File: config.mk
export PLATFORM = sky130hd
export DESIGN_NAME = wb_unit_flat
export DESIGN_NICKNAME = d
export VERILOG_FILES = /design/src/rtl/wb_unit_if.sv /design/src/rtl/wb_unit.sv /design/src/flat_wrapper.sv
export SDC_FILE = /design/constraint.sdc
export NUM_CORES = 1
export LEC_CHECK = 0
export CELL_PAD_IN_SITES_DETAIL_PLACEMENT = 0
export CELL_PAD_IN_SITES_GLOBAL_PLACEMENT = 1
export CORE_MARGIN = 5
export CORE_UTILIZATION = 36
export CTS_CLUSTER_SIZE = 10
export DETAILED_ROUTE_END_ITERATION = 6
export PLACE_DENSITY_LB_ADDON = 0.3
export REMOVE_ABC_BUFFERS = 1
export SLEW_MARGIN = 40
export SYNTH_ARGS = -nofsm -noshare
export SYNTH_HDL_FRONTEND = slang
export SYNTH_SLANG_ARGS = --single-unit
export TNS_END_PERCENT = 50
File: constraint.sdc
create_clock -name clk -period 1.89 [get_ports clk]
set_input_delay 0.2835 -clock clk [delete_from_list [all_inputs] [get_ports clk]]
set_output_delay 0.2835 -clock clk [all_outputs]
set_load 0.01 [all_outputs]
File: src/rtl/wb_unit_if.sv
// Writeback unit handshake bundle.
// ALU result and load return ports with valid/ready.
interface wb_unit_if;
  logic        i_alu_valid;
  logic [4:0]  i_alu_rd;
  logic [31:0] i_alu_data;
  logic        o_alu_ready;
  logic        i_ld_valid;
  logic [4:0]  i_ld_rd;
  logic [31:0] i_ld_rdata;
  logic [2:0]  i_ld_funct3;
  logic [1:0]  i_ld_addr_lo;
  logic        o_ld_ready;

  modport master (
    output i_alu_valid, i_alu_rd, i_alu_data,
    output i_ld_valid, i_ld_rd, i_ld_rdata,
    output i_ld_funct3, i_ld_addr_lo,
    input  o_alu_ready, o_ld_ready
  );

  modport slave (
    input  i_alu_valid, i_alu_rd, i_alu_data,
    input  i_ld_valid, i_ld_rd, i_ld_rdata,
    input  i_ld_funct3, i_ld_addr_lo,
    output o_alu_ready, o_ld_ready
  );
endinterface

File: src/rtl/wb_unit.sv
// Writeback arbiter: ALU results vs buffered load returns,
// load data formatting, and outstanding-load scoreboard.
module wb_unit #(
  parameter int unsigned STARVE_MAX = 4
) (
  input  logic        clk,
  input  logic        rst_n,
  wb_unit_if.slave    bus,
  input  logic        i_issue_ld_valid,
  input  logic [4:0]  i_issue_ld_rd,
  output logic        o_wr,
  output logic [4:0]  o_rd,
  output logic [31:0] o_write_data,
  output logic [31:0] o_pending,
  output logic        o_ld_err
);

  localparam int SW =
    (STARVE_MAX < 1) ? 1 : $clog2(STARVE_MAX + 1);
  localparam logic [SW-1:0] SMAX = SW'(STARVE_MAX);

  typedef struct packed {
    logic [4:0]  rd;
    logic [31:0] data;
    logic [2:0]  f3;
    logic [1:0]  lo;
  } ld_ent_t;

  ld_ent_t       mem_q [2];
  logic          wp_q, wp_d;
  logic          rp_q, rp_d;
  logic [1:0]    cnt_q, cnt_d;
  logic [SW-1:0] starve_q, starve_d;
  logic [31:0]   pend_q, pend_d;
  logic          wr_q, wr_d;
  logic          err_q, err_d;
  logic [4:0]    rd_q, rd_d;
  logic [31:0]   data_q, data_d;

  logic          empty, starving;
  logic          ld_ready, alu_ready;
  logic          push, pop, alu_xfer;
  ld_ent_t       head;
  logic [7:0]    byte_v;
  logic [15:0]   half_v;
  logic [31:0]   fmt_data;
  logic          fmt_err;

  assign empty    = (cnt_q == 2'd0);
  assign starving = (starve_q == SMAX)
                  && bus.i_alu_valid;
  assign ld_ready  = rst_n && (cnt_q != 2'd2);
  assign alu_ready = rst_n && (empty || starving);
  assign bus.o_ld_ready  = ld_ready;
  assign bus.o_alu_ready = alu_ready;

  assign push     = bus.i_ld_valid && ld_ready;
  assign pop      = !empty && !starving;
  assign alu_xfer = bus.i_alu_valid && alu_ready;
  assign head     = mem_q[rp_q];

  assign byte_v = head.data[{head.lo, 3'b000} +: 8];
  assign half_v = head.lo[1] ? head.data[31:16]
                             : head.data[15:0];

  // Shape the FIFO head into a register value, flag bad loads.
  always_comb begin
    fmt_data = '0;
    fmt_err  = 1'b0;
    case (head.f3)
      3'b000: fmt_data = {{24{byte_v[7]}}, byte_v};
      3'b001: begin
        fmt_data = {{16{half_v[15]}}, half_v};
        fmt_err  = head.lo[0];
      end
      3'b010: begin
        fmt_data = head.data;
        fmt_err  = |head.lo;
      end
      3'b100: fmt_data = {24'h0, byte_v};
      3'b101: begin
        fmt_data = {16'h0, half_v};
        fmt_err  = head.lo[0];
      end
      default: fmt_err = 1'b1;
    endcase
  end

  // Pick the writeback source and compute all next state.
  always_comb begin
    wr_d     = 1'b0;
    err_d    = 1'b0;
    rd_d     = rd_q;
    data_d   = data_q;
    starve_d = starve_q;
    pend_d   = pend_q;
    wp_d     = wp_q ^ push;
    rp_d     = rp_q ^ pop;
    cnt_d    = cnt_q + {1'b0, push} - {1'b0, pop};
    unique case (1'b1)
      pop: begin
        err_d = fmt_err;
        wr_d  = !fmt_err && (head.rd != 5'd0);
        if (!fmt_err) begin
          rd_d   = head.rd;
          data_d = fmt_data;
        end
        pend_d[head.rd] = 1'b0;
      end
      alu_xfer: begin
        wr_d   = bus.i_alu_rd != 5'd0;
        rd_d   = bus.i_alu_rd;
        data_d = bus.i_alu_data;
      end
      default: ;
    endcase
    if (!bus.i_alu_valid || alu_xfer)
      starve_d = '0;
    else if (pop && starve_q != SMAX)
      starve_d = starve_q + SW'(1);
    if (i_issue_ld_valid && i_issue_ld_rd != 5'd0)
      pend_d[i_issue_ld_rd] = 1'b1;
    pend_d[0] = 1'b0;
  end

  // State and registered writeback outputs.
  always_ff @(posedge clk or negedge rst_n) begin
    if (!rst_n) begin
      wp_q     <= 1'b0;
      rp_q     <= 1'b0;
      cnt_q    <= 2'd0;
      starve_q <= '0;
      pend_q   <= '0;
      wr_q     <= 1'b0;
      err_q    <= 1'b0;
      rd_q     <= 5'd0;
      data_q   <= 32'd0;
    end else begin
      wp_q     <= wp_d;
      rp_q     <= rp_d;
      cnt_q    <= cnt_d;
      starve_q <= starve_d;
      pend_q   <= pend_d;
      wr_q     <= wr_d;
      err_q    <= err_d;
      rd_q     <= rd_d;
      data_q   <= data_d;
    end
  end

  // Load return storage, written on accepted pushes.
  always_ff @(posedge clk or negedge rst_n) begin
    if (!rst_n) begin
      mem_q[0] <= '0;
      mem_q[1] <= '0;
    end else if (push) begin
      mem_q[wp_q] <= '{
        rd:   bus.i_ld_rd,
        data: bus.i_ld_rdata,
        f3:   bus.i_ld_funct3,
        lo:   bus.i_ld_addr_lo
      };
    end
  end

  assign o_wr         = wr_q;
  assign o_rd         = rd_q;
  assign o_write_data = data_q;
  assign o_pending    = pend_q;
  assign o_ld_err     = err_q;

endmodule

File: src/flat_wrapper.sv
// flat-port wrapper written by rule: the top's interface ports become plain ports
module wb_unit_flat 
#(
  parameter int unsigned STARVE_MAX = 4
)
  (clk, rst_n, i_issue_ld_valid, i_issue_ld_rd, o_wr, o_rd, o_write_data, o_pending, o_ld_err, bus_i_alu_valid, bus_i_alu_rd, bus_i_alu_data, bus_i_ld_valid, bus_i_ld_rd, bus_i_ld_rdata, bus_i_ld_funct3, bus_i_ld_addr_lo, bus_o_alu_ready, bus_o_ld_ready);
  wb_unit_if bus_i ();
  input  logic clk;
  input  logic rst_n;
  input  logic i_issue_ld_valid;
  input  logic [4:0] i_issue_ld_rd;
  output logic o_wr;
  output logic [4:0] o_rd;
  output logic [31:0] o_write_data;
  output logic [31:0] o_pending;
  output logic o_ld_err;
  input wire logic [$bits(bus_i.i_alu_valid)-1:0] bus_i_alu_valid;
  input wire logic [$bits(bus_i.i_alu_rd)-1:0] bus_i_alu_rd;
  input wire logic [$bits(bus_i.i_alu_data)-1:0] bus_i_alu_data;
  input wire logic [$bits(bus_i.i_ld_valid)-1:0] bus_i_ld_valid;
  input wire logic [$bits(bus_i.i_ld_rd)-1:0] bus_i_ld_rd;
  input wire logic [$bits(bus_i.i_ld_rdata)-1:0] bus_i_ld_rdata;
  input wire logic [$bits(bus_i.i_ld_funct3)-1:0] bus_i_ld_funct3;
  input wire logic [$bits(bus_i.i_ld_addr_lo)-1:0] bus_i_ld_addr_lo;
  output wire logic [$bits(bus_i.o_alu_ready)-1:0] bus_o_alu_ready;
  output wire logic [$bits(bus_i.o_ld_ready)-1:0] bus_o_ld_ready;
  assign bus_i.i_alu_valid = bus_i_alu_valid;
  assign bus_i.i_alu_rd = bus_i_alu_rd;
  assign bus_i.i_alu_data = bus_i_alu_data;
  assign bus_i.i_ld_valid = bus_i_ld_valid;
  assign bus_i.i_ld_rd = bus_i_ld_rd;
  assign bus_i.i_ld_rdata = bus_i_ld_rdata;
  assign bus_i.i_ld_funct3 = bus_i_ld_funct3;
  assign bus_i.i_ld_addr_lo = bus_i_ld_addr_lo;
  assign bus_o_alu_ready = bus_i.o_alu_ready;
  assign bus_o_ld_ready = bus_i.o_ld_ready;
  wb_unit #(.STARVE_MAX(STARVE_MAX)) u_core (.clk(clk), .rst_n(rst_n), .bus(bus_i), .i_issue_ld_valid(i_issue_ld_valid), .i_issue_ld_rd(i_issue_ld_rd), .o_wr(o_wr), .o_rd(o_rd), .o_write_data(o_write_data), .o_pending(o_pending), .o_ld_err(o_ld_err));
endmodule
==> impl_metrics.toml <==
[synth]
synth_area_leaders = "dfrtp_1 52%, mux2_2 14%, o21ai_0 6.2%"
ys_seq_area_share_pct = 51.71
synth_edf_count = 0
syn_area_per_cell_um2 = 11.00
yosysTopAreaCell = "dfrtp_1"
netlist.area_leader.share_pct = 51.71
ys_types = 47
synth_ff_type = "dfrtp_1"
ys_async_sr_fraction_pct = 100.0
syn_area_um2 = 7791
ys_seq_elements = 161
postSynthCellCount = 708
ys_warn_count = 0

[sta]
post-route-period-util_pct = 104.6
slew_headroom_pct = 62.71
fmax_mhz = 505.7
min_period_ns = 1.978
fin_skew_ns = 0.01061
finalSetupViolations = 23
hold_viol = 0
fin_ws_ns = -0.08755
report.final.slew_viol_count = 0
rsz0062_at_grt = "true"
max_slew.worst_pin.slew_ns = 0.5593

[global_route]
grt_pass1_wl_mm = 37.67
antenna_found_initial = 2
grt_usage_pct = 19.67
first_global_vias = 6803
grt_overflow = 0
grt_max_degree = 154

[floorplanning]
dieArea_um2 = 24690
io_pins = 162
core_um2 = 21150
die_w_um = 157.1
start_util_pct = 36.83
row_count = 53
die_h_um = 157.1

[setup_path]
critPathTopFamily = "compound AO/OA/AOI/OAI gates"
cp.required_ns = 2.20
reg2reg_depth = 7
endpoint_kind = "flop"
r2r-end = "u_core.o_write_data[0]"
critPathSlowestCell = "dfrtp_4"
reg2reg_slack_ns = -0.09
max_stage_delay_ns = 0.53
crit_type = "reg -> reg"
critPathMaxFanout = 7
critPathLaunchType = "flop"
reg2reg_from = "u_core.rp_q"
path_buf_inv = 1
crit_chain = "buf_6, nand2_4, o32ai_4, or3_4, a22oi_2, a21oi_2, a221o_1"
cp.arrival_ns = 2.29

[layout]
final_area_um2 = 11470
diodes = 0
area_growth_pct = 47.18
nets = 1049
drive_gt1_share_pct = 31.44
ff_latch_area_um2 = 4036
multiInputGateArea_um2 = 3821
nFillCells = 1877

[clocking]
clock_sink_count = 161
cts_htree_levels = 4
cts-root-buf = "clkbuf_16"
cts_buffer_depth = 2
clkLatencyLatePin_ns = 0.43
clk_pin_slew_worst_paths_ns = 0.07
cts_tree = "done"
cts_buffers = 17

[power]
ir_worst_vdd_mv = 0.9969
power_density_nw_per_um2 = 1954
p_leak_nw = 4.809
p_total_mw = 22.41

[detailed_routing]
vias_per_cell = 5.265
routed-via-count = 6539
drc = 0
dr.pass1.iters = 5
wl_per_cell_um = 19.48
drt-total-wl_mm = 24.19
postRouteAntennaNets = 0
drtIter0Drc = 313

[flow_run]
cap_violations = 0

[placed_design]
place.gp.congestion = 0.8622
io_buffers = 160
place_area_um2 = 10310
dp_hpwl_mm = 17.15

[run_status]
run_status = "finished with violations"
violations = "negative setup slack"

[hold_path]
whs_path_depth = 3
hold_end = "u_core.o_write_data[28]"
min_from = "bus_i_alu_data[28]"
hold_path.class = "in -> reg"
## how the worst max path moves through the flow
stage / cells past startpoint / start / to / slack, ns
after floorplan: 5 / u_core.rp_q / u_core.o_write_data[9] / -1.89
after CTS: 8 / u_core.rp_q / u_core.o_write_data[0] / -0.03
final: 7 / u_core.rp_q / u_core.o_write_data[0] / -0.09
after detailed placement: 8 / bus_i_alu_valid / u_core.o_write_data[12] / -0.34
after global placement: 6 / u_core.rp_q / u_core.o_write_data[25] / -0.50
after global routing: 8 / u_core.rp_q / u_core.o_write_data[2] / -0.13
## flip-flops by register name, indices dropped and copies added (netlist names)
name                 flops
u_core.mem_q            84
u_core.o_wr              1
u_core.wp_q              1
u_core.o_write_data     32
u_core.o_pending        31
u_core.rp_q              1
u_core.cnt_q             2
u_core.starve_q          3
u_core.o_ld_err          1
u_core.o_rd              5
## worst min-delay path, cell delays in order
cell and delay, ns:
clkdlybuf4s50_1 0.40, nand2_1 0.06, nand3_1 0.06
## per-stage QoR
stage / utilization (%) / TNS (ns) / hold slack (ns) / setup slack, ns / cells
global route: 54.21 / -3.983 / 0.4084 / -0.1255 / 1242
finish: 54.21 / -0.6099 / 0.4094 / -0.08755 / 1242
global placement: 48.71 / -15.76 / 0.2594 / -0.5003 / 1190
floorplan: - / -162.91 / -0.01209 / -1.885 / 667
CTS: 53.56 / -0.3049 / 0.3968 / -0.03176 / 1239
detailed placement: 48.74 / -12.54 / 0.2523 / -0.3365 / 1190
## layout by cell type, fill, tap and decap left out, drive strengths merged, types with 3 or more instances in the layout
cell and instances:
clkdlybuf4s50 157, and2 3, buf 110, inv 17
nand2 41, dfrtp 161, nor2b 9, nor2 45
clkbuf 18, mux2i 45, xnor2 4, nand3 43
nor3b 3, a22oi 7, a211oi 8, or3b 3
ha 6, clkinv 5, a21oi 38, mux2 96
nand3b 5, a221o 16, a31oi 3, o21ai 98
or3 5
## layer usage
| layer | GRT usage, % | vias to the layer above | part of all wire, % |
|---|---|---|---|
| li1 | - | 3067 | - |
| met1 | 25.32 | 3247 | 43 |
| met2 | 31.99 | 193 | 47 |
| met3 | 6.241 | 30 | 7.7 |
| met4 | 5.776 | 2 | 1.9 |
| met5 | 0 | - | 0.054 |
## logic make-up (layout without fill, tap and decap cells)
group	count (synthesis)	after routing	share of synthesized area [%]
buffers and inverters	51	310	3.164
xor gates and xnor gates	5	5	0.5620
muxes	141	141	19.66
DFF	161	161	51.71
other	1	1	0.04813
and+or+nand+nor	165	165	10.20
adders and majority gates	6	6	0.9635
AOI/OAI and AO/OA	178	178	13.70
## synth_stat cells, types with 2 or more instances
library cell	instances
dfrtp_1	161
o21ai_0	97
mux2_2	96
mux2i_1	45
nor2_1	44
nand3_1	43
nand2_1	41
a21oi_1	38
clkbuf_1	21
a221o_1	16
buf_2	11
inv_1	9
nor2b_1	9
a211oi_1	8
a22oi_1	7
ha_1	6
buf_4	5
nand3b_1	5
or3_1	4
xnor2_1	4
and2_1	3
buf_6	3
nor3b_1	3
a31oi_1	2
nor3_1	2
nor4_1	2
o31a_1	2
or3b_2	2
## final cells by class
type | count | share of cell area [%]
clock buffer | 18 | 3.830
clock inverter | 14 | 1.277
inverter | 10 | 0.3273
multi-input combinational | 496 | 33.32
sequential | 161 | 35.20
tap | 275 | 3.001
timing repair buffer | 268 | 23.04
## timing repair
item / in CTS / in global routing
endpoints found under the hold margin: 8 / 0
endpoints found under the setup margin: 59 / 67
hold buffers: 1 / 0
gates cloned: 1 / 0
buffers inserted: 16 / 2
resized for setup: 80 / 36
pin swaps: 16 / 7
## power breakdown
group	total [mW]	switching, mW	leakage [nW]	internal (mW)
combinational	12.7	6.07	2.55	6.60
clock	3.44	1.54	0.288	1.90
sequential	6.29	1.13	1.97	5.16
Power figures use the tool's default switching activity.
